$ cat config.mk
export PLATFORM = sky130hd
export DESIGN_NAME = reg_file_dbg_port_flat
export DESIGN_NICKNAME = d
export VERILOG_FILES = /design/src/rtl/rf_dbg_pkg.sv /design/src/rtl/reg_file_dbg_port_if.sv /design/src/rtl/reg_file_dbg_port.sv /design/src/flat_wrapper.sv
export SDC_FILE = /design/constraint.sdc
export NUM_CORES = 1
export LEC_CHECK = 0
export ABC_AREA = 0
export CORE_UTILIZATION = 40
export CTS_BUF_LIST = sky130_fd_sc_hd__clkbuf_4 sky130_fd_sc_hd__clkbuf_8 sky130_fd_sc_hd__clkbuf_16
export DETAILED_ROUTE_END_ITERATION = 16
export HOLD_SLACK_MARGIN = 0.06
export PLACE_DENSITY_LB_ADDON = 0.08
export SETUP_SLACK_MARGIN = 0.02
export SKIP_CTS_REPAIR_TIMING = 1
export SLEW_MARGIN = 40
export SYNTH_ARGS = -nofsm -noshare
export SYNTH_HDL_FRONTEND = slang
export SYNTH_SLANG_ARGS = --single-unit
export TNS_END_PERCENT = 30
$ cat constraint.sdc
create_clock -name clk -period 5.04 [get_ports clk]
set_input_delay 1.26 -clock clk [delete_from_list [all_inputs] [get_ports clk]]
set_output_delay 1.26 -clock clk [all_outputs]
set_load 0.01 [all_outputs]
$ cat src/rtl/rf_dbg_pkg.sv
// Shared definitions for the register-file debug port: op encodings, FSM states
// and the register address width used by both the port and the register file.
package rf_dbg_pkg;

    localparam int RF_ADDR_W = 5;

    localparam logic [1:0] OP_READ    = 2'b00;
    localparam logic [1:0] OP_WRITE   = 2'b01;
    localparam logic [1:0] OP_DUMP    = 2'b10;
    localparam logic [1:0] OP_ILLEGAL = 2'b11;

    typedef enum logic [1:0] {
        ST_IDLE      = 2'd0,
        ST_HALT_WAIT = 2'd1,
        ST_EXEC      = 2'd2,
        ST_RESP      = 2'd3
    } rf_dbg_state_e;

endpackage

$ cat src/rtl/reg_file_dbg_port_if.sv
// Debug host command/response channel; master is the host, slave is the debug port.
interface reg_file_dbg_port_if #(
    parameter int XLEN = 32
);
    import rf_dbg_pkg::*;

    logic                 cmd_valid;
    logic                 cmd_ready;
    logic [1:0]           cmd_op;
    logic [RF_ADDR_W-1:0] cmd_addr;
    logic [XLEN-1:0]      cmd_wdata;

    logic                 rsp_valid;
    logic                 rsp_ready;
    logic [RF_ADDR_W-1:0] rsp_addr;
    logic [XLEN-1:0]      rsp_data;
    logic                 rsp_last;
    logic                 rsp_err;

    modport master (
        output cmd_valid, cmd_op, cmd_addr, cmd_wdata, rsp_ready,
        input  cmd_ready, rsp_valid, rsp_addr, rsp_data, rsp_last, rsp_err
    );

    modport slave (
        input  cmd_valid, cmd_op, cmd_addr, cmd_wdata, rsp_ready,
        output cmd_ready, rsp_valid, rsp_addr, rsp_data, rsp_last, rsp_err
    );

endinterface

$ cat src/rtl/reg_file_dbg_port.sv
// Debug initiator: halts the core, then drives the register file A1/RD1 and WE3/A3/WD3 ports.
//   state     | meaning
//   IDLE      | ready for a host command
//   HALT_WAIT | halt requested, waiting for dbg_halted (with timeout)
//   EXEC      | one cycle driving the register file ports
//   RESP      | response held until rsp_ready
module reg_file_dbg_port
    import rf_dbg_pkg::*;
#(
    parameter int XLEN         = 32,
    parameter int NREGS        = 32,
    parameter int HALT_TIMEOUT = 16
) (
    input  logic                 clk,
    input  logic                 rst,
    reg_file_dbg_port_if.slave   bus,
    output logic                 dbg_halt_req,
    input  logic                 dbg_halted,
    output logic [RF_ADDR_W-1:0] rf_raddr,
    input  logic [XLEN-1:0]      rf_rdata,
    output logic                 rf_we,
    output logic [RF_ADDR_W-1:0] rf_waddr,
    output logic [XLEN-1:0]      rf_wdata
);

    localparam int                   TMO_W    = $clog2(HALT_TIMEOUT + 1);
    localparam logic [TMO_W-1:0]     TMO_LAST = TMO_W'(HALT_TIMEOUT - 1);
    localparam logic [RF_ADDR_W-1:0] LAST_REG = RF_ADDR_W'(NREGS - 1);

    rf_dbg_state_e        state;
    logic                 rst_done;
    logic [1:0]           op_q;
    logic [RF_ADDR_W-1:0] addr_q;
    logic [XLEN-1:0]      wdata_q;
    logic [RF_ADDR_W-1:0] cnt_q;
    logic [TMO_W-1:0]     tmo_q;
    logic [RF_ADDR_W-1:0] rsp_addr_q;
    logic [XLEN-1:0]      rsp_data_q;
    logic                 rsp_last_q;
    logic                 rsp_err_q;

    // rst_done keeps cmd_ready low while in reset even though state is IDLE
    assign bus.cmd_ready = rst_done && (state == ST_IDLE);
    assign bus.rsp_valid = (state == ST_RESP);
    assign bus.rsp_addr  = rsp_addr_q;
    assign bus.rsp_data  = rsp_data_q;
    assign bus.rsp_last  = rsp_last_q;
    assign bus.rsp_err   = rsp_err_q;

    always_ff @(posedge clk or negedge rst) begin
        if (!rst) begin
            state        <= ST_IDLE;
            rst_done     <= 1'b0;
            op_q         <= '0;
            addr_q       <= '0;
            wdata_q      <= '0;
            cnt_q        <= '0;
            tmo_q        <= '0;
            rsp_addr_q   <= '0;
            rsp_data_q   <= '0;
            rsp_last_q   <= 1'b0;
            rsp_err_q    <= 1'b0;
            dbg_halt_req <= 1'b0;
            rf_raddr     <= '0;
            rf_we        <= 1'b0;
            rf_waddr     <= '0;
            rf_wdata     <= '0;
        end else begin
            rst_done <= 1'b1;
            case (state)
                ST_IDLE: begin
                    if (bus.cmd_valid && rst_done) begin
                        op_q    <= bus.cmd_op;
                        addr_q  <= bus.cmd_addr;
                        wdata_q <= bus.cmd_wdata;
                        cnt_q   <= '0;
                        tmo_q   <= '0;
                        if (bus.cmd_op == OP_ILLEGAL) begin
                            rsp_addr_q <= bus.cmd_addr;
                            rsp_data_q <= '0;
                            rsp_last_q <= 1'b1;
                            rsp_err_q  <= 1'b1;
                            state      <= ST_RESP;
                        end else begin
                            dbg_halt_req <= 1'b1;
                            state        <= ST_HALT_WAIT;
                        end
                    end
                end
                ST_HALT_WAIT: begin
                    if (dbg_halted) begin
                        state <= ST_EXEC;
                        if (op_q == OP_DUMP) begin
                            rf_raddr <= cnt_q;
                        end else if (op_q == OP_READ) begin
                            rf_raddr <= addr_q;
                        end
                        if (op_q == OP_WRITE && addr_q != '0) begin
                            rf_we    <= 1'b1;
                            rf_waddr <= addr_q;
                            rf_wdata <= wdata_q;
                        end
                    end else if (tmo_q == TMO_LAST) begin
                        rsp_addr_q <= addr_q;
                        rsp_data_q <= '0;
                        rsp_last_q <= 1'b1;
                        rsp_err_q  <= 1'b1;
                        state      <= ST_RESP;
                    end else begin
                        tmo_q <= tmo_q + 1'b1;
                    end
                end
                ST_EXEC: begin
                    state     <= ST_RESP;
                    rf_we     <= 1'b0;
                    rf_raddr  <= '0;
                    rsp_err_q <= 1'b0;
                    if (op_q == OP_DUMP) begin
                        rsp_addr_q <= cnt_q;
                        rsp_data_q <= rf_rdata;
                        rsp_last_q <= (cnt_q == LAST_REG);
                    end else if (op_q == OP_WRITE) begin
                        rsp_addr_q <= addr_q;
                        rsp_data_q <= (addr_q == '0) ? '0 : wdata_q;
                        rsp_last_q <= 1'b1;
                    end else begin
                        rsp_addr_q <= addr_q;
                        rsp_data_q <= rf_rdata;
                        rsp_last_q <= 1'b1;
                    end
                end
                ST_RESP: begin
                    if (bus.rsp_ready) begin
                        // an errored dump never walks the registers
                        if (op_q == OP_DUMP && !rsp_err_q && cnt_q != LAST_REG) begin
                            cnt_q    <= cnt_q + 1'b1;
                            rf_raddr <= cnt_q + 1'b1;
                            state    <= ST_EXEC;
                        end else begin
                            dbg_halt_req <= 1'b0;
                            state        <= ST_IDLE;
                        end
                    end
                end
                default: state <= ST_IDLE;
            endcase
        end
    end

endmodule

$ cat src/flat_wrapper.sv
// flat-port wrapper written by rule: the top's interface ports become plain ports
module reg_file_dbg_port_flat import rf_dbg_pkg::*;
#(
    parameter int XLEN         = 32,
    parameter int NREGS        = 32,
    parameter int HALT_TIMEOUT = 16
)
  (clk, rst, dbg_halt_req, dbg_halted, rf_raddr, rf_rdata, rf_we, rf_waddr, rf_wdata, bus_cmd_valid, bus_cmd_op, bus_cmd_addr, bus_cmd_wdata, bus_rsp_ready, bus_cmd_ready, bus_rsp_valid, bus_rsp_addr, bus_rsp_data, bus_rsp_last, bus_rsp_err);
  reg_file_dbg_port_if #(.XLEN(XLEN)) bus_i ();
  input  logic clk;
  input  logic rst;
  output logic dbg_halt_req;
  input  logic dbg_halted;
  output logic [RF_ADDR_W-1:0] rf_raddr;
  input  logic [XLEN-1:0] rf_rdata;
  output logic rf_we;
  output logic [RF_ADDR_W-1:0] rf_waddr;
  output logic [XLEN-1:0] rf_wdata;
  input wire logic [$bits(bus_i.cmd_valid)-1:0] bus_cmd_valid;
  input wire logic [$bits(bus_i.cmd_op)-1:0] bus_cmd_op;
  input wire logic [$bits(bus_i.cmd_addr)-1:0] bus_cmd_addr;
  input wire logic [$bits(bus_i.cmd_wdata)-1:0] bus_cmd_wdata;
  input wire logic [$bits(bus_i.rsp_ready)-1:0] bus_rsp_ready;
  output wire logic [$bits(bus_i.cmd_ready)-1:0] bus_cmd_ready;
  output wire logic [$bits(bus_i.rsp_valid)-1:0] bus_rsp_valid;
  output wire logic [$bits(bus_i.rsp_addr)-1:0] bus_rsp_addr;
  output wire logic [$bits(bus_i.rsp_data)-1:0] bus_rsp_data;
  output wire logic [$bits(bus_i.rsp_last)-1:0] bus_rsp_last;
  output wire logic [$bits(bus_i.rsp_err)-1:0] bus_rsp_err;
  assign bus_i.cmd_valid = bus_cmd_valid;
  assign bus_i.cmd_op = bus_cmd_op;
  assign bus_i.cmd_addr = bus_cmd_addr;
  assign bus_i.cmd_wdata = bus_cmd_wdata;
  assign bus_i.rsp_ready = bus_rsp_ready;
  assign bus_cmd_ready = bus_i.cmd_ready;
  assign bus_rsp_valid = bus_i.rsp_valid;
  assign bus_rsp_addr = bus_i.rsp_addr;
  assign bus_rsp_data = bus_i.rsp_data;
  assign bus_rsp_last = bus_i.rsp_last;
  assign bus_rsp_err = bus_i.rsp_err;
  reg_file_dbg_port #(.XLEN(XLEN), .NREGS(NREGS), .HALT_TIMEOUT(HALT_TIMEOUT)) u_core (.clk(clk), .rst(rst), .bus(bus_i), .dbg_halt_req(dbg_halt_req), .dbg_halted(dbg_halted), .rf_raddr(rf_raddr), .rf_rdata(rf_rdata), .rf_we(rf_we), .rf_waddr(rf_waddr), .rf_wdata(rf_wdata));
endmodule
==> results.yml <==
cells_and_area:
  antenna_cells: 0
  layout-drive-gt1-share_pct: 14.0
  area_delta_synth_final_pct: 42.5
  finalNetCount: 699
  instances_no_fill: 811
  num-fill-cells: 1184
run:
  cap_viol_max_count: 0
critical_path:
  required_ns: 3.78
  crit_path_max_fanout: 18
  criticalPathCategory: "reg -> out"
  r2r.worst_path.cells: 7
  worst_setup_path_end_kind: "primary output"
  crit_path_start_kind: "register"
  critPathArrivalTime_ns: 2.09
die:
  die_w_um: 124
  io_pins: 161
  rows: 44
  design.die.area_sq_mm: 0.0153
  fp.coreArea_sq_mm: 0.0145
  die_y_um: 124
  initial_core_util_pct: 40.8
grt:
  grt_max_degree: 110
  grt_pass1_vias: 4553
  grt_pass1_wl_mm: 23.9
  antenna_found_initial: 0
  grt_usage_pct: 20.9
  overflow: 0
power:
  internal-power_uw: 3710
  switching_share_pct: 33.4
  combPwrFrac_pct: 41.7
  p_seq_share_pct: 33.9
  p_sw_uw: 1860
  ir_worst_vdd_mv: 0.362
  p_leak_uw: 0.00371
  powerDensity_mw_per_mm2: 661
  p_clk_share_pct: 24.4
synthesis:
  seq_area_frac_synth_pct: 57.1
  synthFlopType: "dfrtp_1"
  synthArstFlopShare_pct: 100
  yosys.area.top_type_share_pct: 57.1
  synth.largest_area_cell: "dfrtp_1"
  yosysWarnings: 0
  syn_inst: 461
  syn-cell-area_sq_mm: 0.00591
  synth_edf_count: 0
  ys_ff_latch: 135
  syn-num-nets: 546
  syn_area_per_cell_sq_um: 12.8
  yosys-top-cells-area: "dfrtp_1, a22o_1, mux2_1, mux2_2, nand2_1"
  synth.distinct_cells: 50
sta:
  drv_slew: 0
  worst_pin_slew_ns: 0.842
  fmax_mhz: 299
  final.setup_skew_ns: 0.00636
  rsz0062_at_grt: "false"
  min_period_over_period_pct: 66.4
  fin_tns_setup_ns: 0
  finalCriticalPeriod_ns: 3.35
  slew_headroom_pct: 43.4
  finalHoldViolations: 0
  setup_violations: 0
drt:
  wl_per_cell_um: 18.3
  drt_iter0_drc: 193
  ant_nets: 0
  dr_total_vias: 4309
  drc: 0
  wirelength_mm: 14.9
  via_per_inst: 5.31
  firstDrtPassIters: 4
cts:
  cts_root_buf: "clkbuf_16"
  clk_pin_slew_ns: 0.06
  cts_max_level: 4
  clock_sinks: 135
  cts_inserted_buffers: 17
  clockBufferDepth: 2
  cts_tree: "done"
  insertion_delay_ns: 0.41
placement:
  hpwl_mm: 9.76
  dp_cells: 777
  gp_congestion: 0.802
  port_buffers: 160
min_path:
  min-delay-path-class: "reg -> reg"
  hold_depth: 1
outcome:
  status: "finished, final reports clean"
[per-layer routing]
layer	up-vias	GRT usage (%)	share of wire, %
met5	-	0	0
met4	0	7.91	1.5
met3	20	7.46	7.2
met2	136	33.1	47
met1	2154	26.0	44
li1	1999	-	-
[cells in the final DEF (no fill, tap or decap), types with 2 or more instances in the layout]
cell type / n
a31oi_1: 2
and3_1: 3
clkbuf_16: 17
mux2i_1: 5
clkinv_2: 4
buf_16: 4
o21ai_1: 6
clkdlybuf4s50_1: 159
nand2_1: 33
bufinv_16: 5
o31ai_1: 5
a22o_1: 65
a22oi_1: 2
a21boi_0: 2
a41oi_1: 2
inv_1: 11
nand2b_1: 3
o22a_1: 2
dfrtp_1: 135
xor2_1: 3
a21oi_1: 9
clkbuf_8: 2
nor3_1: 8
nor2b_1: 2
mux2_1: 41
nor2_1: 11
o21ai_0: 2
clkinvlp_4: 3
nand3_1: 3
o211ai_1: 2
mux2_2: 39
ha_1: 9
[sequential cells by signal, summed over array words and instances (netlist names), 2 cells and up]
name	flops
u_core.rf_wdata	32
u_core.rf_waddr	5
u_core.tmo_q	5
u_core.bus.rsp_addr	5
u_core.rf_raddr	5
u_core.op_q	2
u_core.wdata_q	32
u_core.addr_q	5
u_core.cnt_q	5
u_core.bus.rsp_data	32
u_core.state	2
[synth_stat cells (3+ instances only)]
library cell and number:
nor2_1 12, mux2_1 41, clkbuf_1 19, buf_1 5
a22o_1 65, dfrtp_1 135, a21oi_1 10, mux2i_1 5
inv_1 11, nand2b_1 4, xor2_1 3, o31ai_1 5
ha_1 9, o21ai_1 6, nand3_1 3, mux2_2 39
nand2_1 33, nor3_1 8, buf_2 5, and3_1 4
[path summary, 6_finish.rpt]
check	startpoint	end	slack [ns]
min reg2reg	u_core.rf_wdata[23]$_DFFE_PN0P_	u_core.rf_wdata[23]$_DFFE_PN0P_	0.49
min in group asynchronous	rst	u_core.rf_raddr[1]$_DFFE_PN0P_	0.72
max in group asynchronous	rst	u_core.wdata_q[31]$_DFFE_PN0P_	3.66
max reg2reg	u_core.cnt_q[0]$_DFFE_PN0P_	u_core.rf_raddr[4]$_DFFE_PN0P_	2.31
max	u_core.state[0]$_DFFE_PN0P_	bus_rsp_valid	1.69
min	u_core.rf_wdata[23]$_DFFE_PN0P_	u_core.rf_wdata[23]$_DFFE_PN0P_	0.49
[kinds of logic after synthesis]
| logic type | share of synthesized area [%] |
|---|---|
| xor+xnor | 0.444 |
| flops | 57.1 |
| simple gates | 6.05 |
| buf+inv | 2.96 |
| fa+ha+maj | 1.90 |
| other cells | 0.0634 |
| compound gates | 15.1 |
| mux | 16.3 |
[power by group through the flow]
stage	sequential (uW)	clock, uW	combinational (uW)
6_report	1890	1360	2320
5_1_grt	1960	1430	2540
4_1_cts	1890	1380	2340
3_5_place_dp	1900	0	2330
3_3_place_gp	1880	0	2210
2_1_floorplan	1960	0	1170
[final cells by class]
cell class	count	area (sq um)	area share [%]
clock buffers	19	453	5.37
clock inverters	13	201	2.39
repair buffers	165	1720	20.5
flip-flops and latches	135	3380	40.1
well taps	184	230	2.73
inverters	11	41.3	0.490
multi-input cells	284	2400	28.5
[stage by stage]
stage	total power (uW)	util, %	hold WS [ns]	worst slack (ns)	area (sq um)
CTS	5620	57.8	0.492	1.68	8380
floorplan	3130	-	0.456	2.50	5910
finish	5570	58.2	0.487	1.69	8430
global route	5930	58.2	0.510	1.57	8430
detailed placement	4230	53.3	0.479	1.37	7720
global placement	4100	52.8	0.473	1.25	7650
[worst max-delay path: stages, from the launching register on]
cell and delay (ns):
dfrtp_1 0.43, ha_1 0.59, clkdlybuf4s50_1 0.66
(Power assumes the default switching activity.)
